**src/rtl/piezo_seq_recorder.sv**
```systemverilog
// Multi-slot key recorder/player for a single piezo line.
// The live key tone and the playback tone are ORed onto the registered piezo output.

module piezo_seq_tone #(
    parameter int CW      = 4,
    parameter int HW      = 8,
    parameter int HP_BASE = 200,
    parameter int HP_STEP = 16
) (
    input  logic          clk,
    input  logic          rst,
    input  logic [CW-1:0] code,
    output logic          tone
);
    logic [CW-1:0] code_q;
    logic [HW-1:0] cnt;

    // Reload value is HP-1; the output flips when the down-counter reaches zero.
    function automatic logic [HW-1:0] hp_m1(input logic [CW-1:0] c);
        int hp;
        hp = HP_BASE - (int'(c) - 1) * HP_STEP;
        return HW'(hp - 1);
    endfunction

    always_ff @(posedge clk) begin
        if (!rst) begin
            code_q <= '0;
            cnt    <= '0;
            tone   <= 1'b0;
        end else begin
            code_q <= code;
            if (code == '0) begin
                cnt  <= '0;
                tone <= 1'b0;
            end else if (code != code_q) begin
                cnt  <= hp_m1(code);
                tone <= 1'b0;
            end else if (cnt == '0) begin
                cnt  <= hp_m1(code);
                tone <= ~tone;
            end else begin
                cnt <= cnt - HW'(1);
            end
        end
    end
endmodule

// state  | meaning
// S_IDLE | waiting for start; live keys still drive the piezo
// S_REC  | sampling key code into the selected slot once per step
// S_PLAY | replaying the selected slot, one entry per step
module piezo_seq_recorder #(
    parameter int KEYS     = 8,
    parameter int SLOTS    = 2,
    parameter int DEPTH    = 16,
    parameter int STEP_CYC = 1000,
    parameter int HP_BASE  = 200,
    parameter int HP_STEP  = 16
) (
    input  logic                                 clk,
    input  logic                                 rst,
    input  logic [KEYS-1:0]                      keys,
    input  logic                                 rw,
    input  logic [(SLOTS > 1 ? $clog2(SLOTS) : 1)-1:0] slot_sel,
    input  logic                                 start,
    input  logic                                 stop,
    input  logic                                 loop,
    output logic                                 piezo,
    output logic                                 busy,
    output logic                                 done,
    output logic                                 rec_full
);
    localparam int SW = (SLOTS > 1) ? $clog2(SLOTS) : 1;
    localparam int CW = $clog2(KEYS + 1);
    localparam int PW = (DEPTH > 1) ? $clog2(DEPTH) : 1;
    localparam int LW = $clog2(DEPTH + 1);
    localparam int TW = $clog2(STEP_CYC);
    localparam int HW = $clog2(HP_BASE);

    typedef enum logic [1:0] {S_IDLE, S_REC, S_PLAY} state_t;

    state_t        state, state_nx;
    logic [SW-1:0] slot_q;
    logic [PW-1:0] ptr;
    logic [TW-1:0] step_cnt;
    logic [LW-1:0] len [SLOTS];
    logic [CW-1:0] mem [SLOTS][DEPTH];

    logic          done_evt, step_tc, last_entry, rec_last, mem_we;
    logic [CW-1:0] live_code, play_code;
    logic          live_tone, play_tone;

    // Lowest-index key wins; no keys pressed encodes as a rest.
    function automatic logic [CW-1:0] encode(input logic [KEYS-1:0] k);
        logic [CW-1:0] c;
        c = '0;
        for (int i = KEYS - 1; i >= 0; i--)
            if (k[i]) c = CW'(i + 1);
        return c;
    endfunction

    always_comb begin
        state_nx   = state;
        done_evt   = 1'b0;
        step_tc    = (step_cnt == '0);
        last_entry = ((LW'(ptr) + LW'(1)) == len[slot_q]);
        rec_last   = (len[slot_q] == LW'(DEPTH - 1));
        live_code  = encode(keys);
        play_code  = (state == S_PLAY) ? mem[slot_q][ptr] : '0;
        case (state)
            S_IDLE: begin
                if (start && !stop) begin
                    if (rw)
                        state_nx = S_REC;
                    else if (len[slot_sel] == '0)
                        done_evt = 1'b1;
                    else
                        state_nx = S_PLAY;
                end
            end
            S_REC: begin
                if (stop || (step_tc && rec_last)) begin
                    state_nx = S_IDLE;
                    done_evt = 1'b1;
                end
            end
            S_PLAY: begin
                if (stop || (step_tc && last_entry && !loop)) begin
                    state_nx = S_IDLE;
                    done_evt = 1'b1;
                end
            end
            default: state_nx = S_IDLE;
        endcase
        mem_we = rst && (state == S_REC) && !stop && step_tc;
    end

    always_ff @(posedge clk) begin
        if (mem_we)
            mem[slot_q][ptr] <= live_code;
    end

    always_ff @(posedge clk) begin
        if (!rst) begin
            state    <= S_IDLE;
            slot_q   <= '0;
            ptr      <= '0;
            step_cnt <= '0;
            for (int i = 0; i < SLOTS; i++) len[i] <= '0;
            piezo    <= 1'b0;
            busy     <= 1'b0;
            done     <= 1'b0;
            rec_full <= 1'b0;
        end else begin
            state <= state_nx;
            done  <= done_evt;
            busy  <= (state != S_IDLE);
            piezo <= live_tone | play_tone;
            case (state)
                S_IDLE: begin
                    if (start && !stop) begin
                        slot_q   <= slot_sel;
                        ptr      <= '0;
                        step_cnt <= TW'(STEP_CYC - 1);
                        rec_full <= 1'b0;
                        if (rw) len[slot_sel] <= '0;
                    end
                end
                S_REC: begin
                    if (!stop) begin
                        if (step_tc) begin
                            len[slot_q] <= len[slot_q] + LW'(1);
                            ptr         <= ptr + PW'(1);
                            step_cnt    <= TW'(STEP_CYC - 1);
                            if (rec_last) rec_full <= 1'b1;
                        end else begin
                            step_cnt <= step_cnt - TW'(1);
                        end
                    end
                end
                S_PLAY: begin
                    if (!stop) begin
                        if (step_tc) begin
                            ptr      <= last_entry ? '0 : ptr + PW'(1);
                            step_cnt <= TW'(STEP_CYC - 1);
                        end else begin
                            step_cnt <= step_cnt - TW'(1);
                        end
                    end
                end
                default: ;
            endcase
        end
    end

    piezo_seq_tone #(.CW(CW), .HW(HW), .HP_BASE(HP_BASE), .HP_STEP(HP_STEP)) u_live_tone (
        .clk  (clk),
        .rst  (rst),
        .code (live_code),
        .tone (live_tone)
    );

    piezo_seq_tone #(.CW(CW), .HW(HW), .HP_BASE(HP_BASE), .HP_STEP(HP_STEP)) u_play_tone (
        .clk  (clk),
        .rst  (rst),
        .code (play_code),
        .tone (play_tone)
    );
endmodule

```
**config.mk**
```make
export PLATFORM = sky130hd
export DESIGN_NAME = piezo_seq_recorder
export DESIGN_NICKNAME = d
export VERILOG_FILES = /design/src/rtl/piezo_seq_recorder.sv
export SDC_FILE = /design/constraint.sdc
export NUM_CORES = 1
export LEC_CHECK = 0
export ABC_AREA = 1
export CORE_MARGIN = 4
export CORE_UTILIZATION = 45
export DETAILED_ROUTE_END_ITERATION = 16
export DONT_BUFFER_PORTS = 1
export GPL_ROUTABILITY_DRIVEN = 0
export HOLD_SLACK_MARGIN = 0.05
export PLACE_DENSITY_LB_ADDON = 0.08
export SKIP_LAST_GASP = 1
export SYNTH_ARGS = -nofsm -noshare
export SYNTH_HDL_FRONTEND = slang
export SYNTH_SLANG_ARGS = --single-unit
```
**constraint.sdc**
```tcl
create_clock -name clk -period 4 [get_ports clk]
set_clock_uncertainty 0.1 [all_clocks]
set_input_delay 1 -clock clk [delete_from_list [all_inputs] [get_ports clk]]
set_output_delay 1 -clock clk [all_outputs]
set_load 0.02 [all_outputs]
```
# Word level (Yosys, flattened, before mapping)
# Memory sizes are Yosys's and may differ from the RTL's. A register that Yosys moved wholly into a read port is not among the register bits.
# Cells that the tools add are included.
# word_totals
register_bits	47
mem_bits_rw	138
input_bits	15
output_inout_bits	4
n_memories	2
# classes
add_sub_neg	12
order_cmp	2
eq_ne	16
muxes	69
bitwise_logic	5
n_reduce_logical	35
# mem_list
name	depth	word_bits	rd	rd_clocked_by_memory_dff	write_ports	line	rtl
mem	2	64	1	1	1	87	logic [CW-1:0] mem [SLOTS][DEPTH];
len	2	5	2	1	2	86	logic [LW-1:0] len [SLOTS];
# op_table
op	n
2-to-1 mux 4 bit	18
2-to-1 mux 64 bit	1
2-to-1 mux 8 bit	4
2-to-1 mux 10 bit	3
2-to-1 mux 1 bit	29
case mux 10 bit (2 select lines)	1
binary-select mux 4 bit (select 4 bit)	1
demux 4 bit (select 4 bit)	1
logical NOT 8 bit	2
!= test 2 bit, second input constant	8
subtractor 7 x 8 -> 8 bit, first input constant	2
subtractor 8 x 1 -> 8 bit, second input constant	2
subtractor 8 x 2 -> 8 bit, second input constant	2
case mux 4 bit (3 select lines)	1
logical NOT 10 bit	1
2-to-1 mux 2 bit	5
2-to-1 mux 5 bit	2
OR reduction 5 bit	2
subtractor 10 x 1 -> 10 bit, second input constant	1
logical AND 1 bit	8
logical NOT 4 bit	2
!= test 4 bit	2
subtractor 4 x 1 -> 4 bit, second input constant	2
case mux 2 bit (3 select lines)	1
other kinds (29)	38

# Longest topological paths before layout
# logic_depth
depth_word	13
depth_mapped	20

# By module
# Synthesis repeated with hierarchy kept, for this count alone.
# hier_totals
hier_cells	935
area_unflattened_um2	8853.5
# by_module_without_submodules
module	n_inst	cells_per_inst	area_each_um2	seq_area_each_um2
piezo_seq_recorder	1	694	7249.5	4584.4
piezo_seq_tone (u_live_tone)	1	116	822.0	260.2
piezo_seq_tone (u_play_tone)	1	125	782.0	260.2

# Worst setup path before layout
# Ideal clock, no wire load.
# synth_timing
path_kind	input to register
from	input keys[5]
to	register u_live_tone.cnt[7]
t_arrival_ps	2881
t_required_ps	3780
setup_slack_ps	900
cell_stages	12
path_buffers	0
cell_sequence	inv_1 > a21oi_1 > nor2_1 > o21bai_1 > nand2_1 > inv_1 > ha_1 > xnor2_1 > o21ai_0 > xor2_1 > nor2_1 > o31a_1
# synth_between
elab_chain_len	11
elab_cells_between_ends	14
cone_classes	add/sub: 3; eq/ne: 1; mux: 8; reduce/logical: 2
# synth_rtl
element	line	rtl
start, declared	62	input logic [KEYS-1:0] keys,
2-to-1 mux 4 bit (*) (6 in series)	98	if (k[i]) c = CW'(i + 1);
net live_code[0]	90	logic [CW-1:0] live_code, play_code;
subtractor 4 x 1 -> 4 bit	21	hp = HP_BASE - (int'(c) - 1) * HP_STEP;
subtractor 7 x 8 -> 8 bit	21	
subtractor 8 x 2 -> 8 bit	22	return HW'(hp - 1);
2-to-1 mux 8 bit	38	end else if (cnt == '0) begin
2-to-1 mux 8 bit	35	end else if (code != code_q) begin
end signal, assigned	36	cnt <= hp_m1(code);
end signal, assigned	39	cnt <= hp_m1(code);
end signal, assigned	42	cnt <= cnt - HW'(1);
end, declared	16	logic [HW-1:0] cnt;
# Mark *: on every way through the listed nets, which the timed path passes. The rest lies on a longest branch.
# A chain may end at the register's enable or synchronous reset.

# Worst setup path in the final report
# layout_timing
from	register step_cnt[0]
to	memory mem[1][21] in the netlist's numbering, enable pin
# layout_between
elab_chain_len	4
# layout_rtl
element	line	rtl
start, declared	85	logic [TW-1:0] step_cnt;
start signal, assigned	164	step_cnt <= TW'(STEP_CYC - 1);
start signal, assigned	174	step_cnt <= TW'(STEP_CYC - 1);
start signal, assigned	177	step_cnt <= step_cnt - TW'(1);
logical NOT 10 bit	105	step_tc = (step_cnt == '0);
logical AND 1 bit	135	mem_we = rst && (state == S_REC) && !stop && step_tc;
2-to-1 mux 1 bit	139	if (mem_we)
2-to-1 mux 64 bit (not written as such)	140	mem[slot_q][ptr] <= live_code;
end, declared	87	
# Every way passes these cells.

==> qor.log <==
qor: outcome.result_of_the_run complete, no violations
qor: power_and_ir_drop.sw_frac_of_total 0.3154
qor: logic_synthesis.synth-edff-count 138
qor: logic_synthesis.synth_compound_area_frac 0.06102
qor: power_and_ir_drop.power_switching 1.703 mW
qor: setup_path.worstSetupEndpointType flip-flop
qor: timing.final-setup-viol-count 0
qor: power_and_ir_drop.power.share.combinational 0.252
qor: logic_synthesis.yosys.cell_count.top_type sky130_fd_sc_hd__nand2_1
qor: logic_synthesis.yosysWarnings 0
qor: power_and_ir_drop.totalPowerFinal 5.399 mW
qor: die.die_h 149.3 um
qor: detailed_routing.detailedRoute.firstIterationViolations 407
qor: power_and_ir_drop.clockPowerShare 0.327
qor: logic_synthesis.ys_types 42
qor: grt.grt_pass1_vias 6372
qor: setup_path.cp_top_family simple AND/OR/NAND/NOR gates
qor: timing.finalHoldViolCount 0
qor: die.floorplan.die_area 22280 um^2
qor: flow_run.drv_cap 0
qor: placed_design.placement.setup.worst_slack 798.1 ps
qor: placed_design.buffer_ports.inserted 0
qor: die.num_io_pins 19
qor: logic_synthesis.post_synth_and_or_nand_nor_area_fraction 0.2389
qor: layout.finalNonFillerCells 1265
qor: layout.antenna_cells 0
qor: detailed_routing.post_drt_antenna_nets 0
qor: logic_synthesis.synth.ff_latch_count 186
qor: logic_synthesis.synthesis.area_per_instance 9.081 um^2
qor: power_and_ir_drop.vdd_ir_drop_max 0.2932 mV
qor: setup_path.max_stage_delay 580 ps
qor: logic_synthesis.synth_sequential_area_ratio 0.5684
qor: timing.timing_max_transition_violations_final 0
qor: timing.rsz0062_at_grt no
qor: worst_hold_path.hold_path.class flip-flop to flip-flop
qor: logic_synthesis.netlist.top_cell.by_area sky130_fd_sc_hd__edfxtp_1
qor: setup_path.worstPathMaxFanout 9
qor: grt.first_pass_grt_wire_length 32860 um
qor: power_and_ir_drop.power.density 552.1 nW/um^2
qor: die.initial_core_util 0.4600
qor: logic_synthesis.yosys.area_share.xor_xnor 0.02633
qor: clocking.cts-hold-fix-buffers 0
qor: setup_path.critPathRequiredTime 3960 ps
qor: detailed_routing.vias_per_cell 5.072
qor: detailed_routing.num_vias 6416
qor: clocking.post_cts_resize_count 0
qor: timing.timing.final.ws_setup 981.8 ps
qor: logic_synthesis.post_synth_adder_cell_area 0.02368
qor: die.horizontal_die_dimension 149.3 um
qor: setup_path.critical_path.cell_chain inv_1 -> ha_1 -> nand2_1 -> nor4_2 -> nand2_1 -> nor3_2 -> nand2_1 -> nor3_1
qor: timing.finalSetupTns 0 ps
qor: setup_path.timing.critical_path.arrival 2980 ps
qor: logic_synthesis.postSynthNetCount 1021
qor: detailed_routing.dr.pass1.iters 5
qor: logic_synthesis.ys_top_cells_by_count 230 x sky130_fd_sc_hd__nand2_1, 138 x sky130_fd_sc_hd__edfxtp_1, 127 x sky130_fd_sc_hd__inv_1
qor: timing.timing.max_slew.rel_slack 0.4800
qor: die.placement_rows 51
qor: timing.max_clk_rate 331.3 MHz
qor: grt.overflow 0
qor: layout.syn_to_final_growth 8.888%
qor: clocking.cts_tree built
qor: clocking.clkSlewWorstSetupHoldPaths 70 ps
qor: power_and_ir_drop.internal_power 3.696 mW
qor: timing.hold-worst-slack 417.1 ps
qor: clocking.ctsRootBufferMaster sky130_fd_sc_hd__clkbuf_16
qor: logic_synthesis.main_combinational_cell_family_by_area_after_synthesis simple AND/OR/NAND/NOR gates
qor: clocking.clock_sinks 186
qor: layout.final_layout_size_suffix_gt1_frac 0.05900
qor: detailed_routing.route.detailed.wl_per_inst 15.95 um
qor: power_and_ir_drop.power.share.sequential 0.421
qor: clocking.cts_buffers 17
qor: clocking.clk_path_buf_depth 2
qor: detailed_routing.drc_errors 0
qor: grt.groute.usage.overall 0.1891
qor: power_and_ir_drop.power.static_leakage 3.966 nW
qor: logic_synthesis.netlist.area_leader.share 0.4614
qor: setup_path.critical_path.startpoint_type flip-flop
qor: grt.grt_start_max_net_pins 74
qor: layout.finish.net_count 1019
qor: logic_synthesis.synth.area.mux_share 0
qor: logic_synthesis.synth.area.top_cells sky130_fd_sc_hd__edfxtp_1 46%, sky130_fd_sc_hd__dfxtp_1 11%, sky130_fd_sc_hd__nand2_1 9.6%
qor: grt.antenna_violations_before_repair 0
qor: logic_synthesis.post_synth_instance_area 8981 um^2
qor: setup_path.worst-path-buf-inv 1
qor: setup_path.critical_path.most_common_cell sky130_fd_sc_hd__nand2_1
qor: clocking.cts.repair_timing.setup_buffer_count 0
qor: timing.fin_crit_period 3018 ps
qor: setup_path.cpMaxStageDelayCell sky130_fd_sc_hd__nor3_1
qor: placed_design.half_perimeter_wire_length_after_placement 13010 um
qor: clocking.clock_h_tree_levels 4
qor: placed_design.dpl.cell_count 1233
qor: clocking.clk-insertion-delay-late 430 ps
qor: detailed_routing.finalWirelength 20180 um
qor: timing.layout_worst_path_cycle_share 0.7545
qor: die.coreArea 19530 um^2
qor: setup_path.ws_path_type flip-flop to flip-flop
qor: logic_synthesis.post_synth_inst_count 989
qor: logic_synthesis.predominant_post_synthesis_flop_cell sky130_fd_sc_hd__edfxtp_1
qor: logic_synthesis.synth_async_sr_flop_share 0
qor: timing.worst_slew_pin_slew 780.0 ps
[sequential cells by signal, indices dropped and copies added (netlist names), named ones only]
register	count
busy	1
done	1
len	10
mem	128
piezo	1
ptr	4
rec_full	1
slot_q	1
state	2
step_cnt	10
u_live_tone.cnt	8
u_live_tone.code_q	4
u_live_tone.tone	1
u_play_tone.cnt	8
u_play_tone.code_q	4
u_play_tone.tone	1
[layout by cell type, fill, tap and decap left out, types with 3 or more instances in the layout]
| master | n |
|---|---|
| sky130_fd_sc_hd__xnor2_1 | 13 |
| sky130_fd_sc_hd__clkbuf_1 | 3 |
| sky130_fd_sc_hd__nor3_1 | 45 |
| sky130_fd_sc_hd__nand2_1 | 230 |
| sky130_fd_sc_hd__nor4_1 | 4 |
| sky130_fd_sc_hd__dfxtp_1 | 47 |
| sky130_fd_sc_hd__nand4_1 | 5 |
| sky130_fd_sc_hd__nor2_1 | 105 |
| sky130_fd_sc_hd__ha_1 | 17 |
| sky130_fd_sc_hd__or2_2 | 3 |
| sky130_fd_sc_hd__clkinv_1 | 4 |
| sky130_fd_sc_hd__o211ai_1 | 3 |
| sky130_fd_sc_hd__a31oi_1 | 3 |
| sky130_fd_sc_hd__inv_1 | 127 |
| sky130_fd_sc_hd__bufinv_16 | 4 |
| sky130_fd_sc_hd__inv_2 | 4 |
| sky130_fd_sc_hd__clkbuf_16 | 17 |
| sky130_fd_sc_hd__buf_4 | 12 |
| sky130_fd_sc_hd__a21oi_1 | 27 |
| sky130_fd_sc_hd__o21ai_1 | 8 |
| sky130_fd_sc_hd__nand3_1 | 94 |
| sky130_fd_sc_hd__o21ai_0 | 41 |
| sky130_fd_sc_hd__edfxtp_1 | 138 |
| sky130_fd_sc_hd__xor2_1 | 14 |
[power by group through the flow]
stage	registers (mW)	logic, mW	clock network [mW]
CTS	2.27	1.37	1.79
global route	2.29	1.55	1.86
floorplan	2.30	1.11	0
finish	2.27	1.36	1.76
global placement	2.32	1.37	0
detailed placement	2.32	1.36	0
[cell families after synthesis]
kind of cell               count (synthesis)
and+or+nand+nor                          499
DFF                                      186
buffers and inverters                    166
AOI/OAI and AO/OA                         94
xor gates and xnor gates                  27
adders and majority gates                 17
[area by class of cell]
type                       count  area [um^2]
sequential                   186         5106
inverter                     133        499.2
clock inverter                12        172.7
fill                        1884         9747
tap                          265        331.6
clock buffer                  20        436.7
timing repair buffer          12        90.09
multi-input combinational    637         3143
[routing by layer]
layer,wire length (um),GRT usage
met1,9445,0.2512
met2,9749,0.3191
met3,676,0.03494
met4,309,0.05309
met5,0,0
[metrics by stage]
| step | util | area, um^2 |
|---|---|---|
| finish | 0.5008 | 9779 |
| global route | 0.5008 | 9779 |
| CTS | 0.5008 | 9779 |
| detailed placement | 0.4696 | 9170 |
| global placement | 0.4696 | 9170 |
| floorplan | - | 8981 |
[worst reg2reg max path: cells and delay by family (launching register included)]
kind                     cells  cell delay, ps
adder cells (fa/ha/maj)      1             180
buffers and inverters        1              60
AND/OR/NAND/NOR              6            1980
flip-flops                   1             340
[worst paths after layout]
kind	start	to	slack, ps	cells past startpoint
hold / removal	u_play_tone.tone$_SDFFE_PP0P_	piezo$_SDFF_PN0_	420	2
setup reg to reg	step_cnt[0]$_SDFFE_PN0P_	mem[1][21]$_DFFE_PP_	980	8
hold reg to reg	u_play_tone.tone$_SDFFE_PP0P_	piezo$_SDFF_PN0_	420	2
setup / recovery	step_cnt[0]$_SDFFE_PN0P_	mem[1][21]$_DFFE_PP_	980	8
Note: power is estimated with default switching activity, not from simulation.
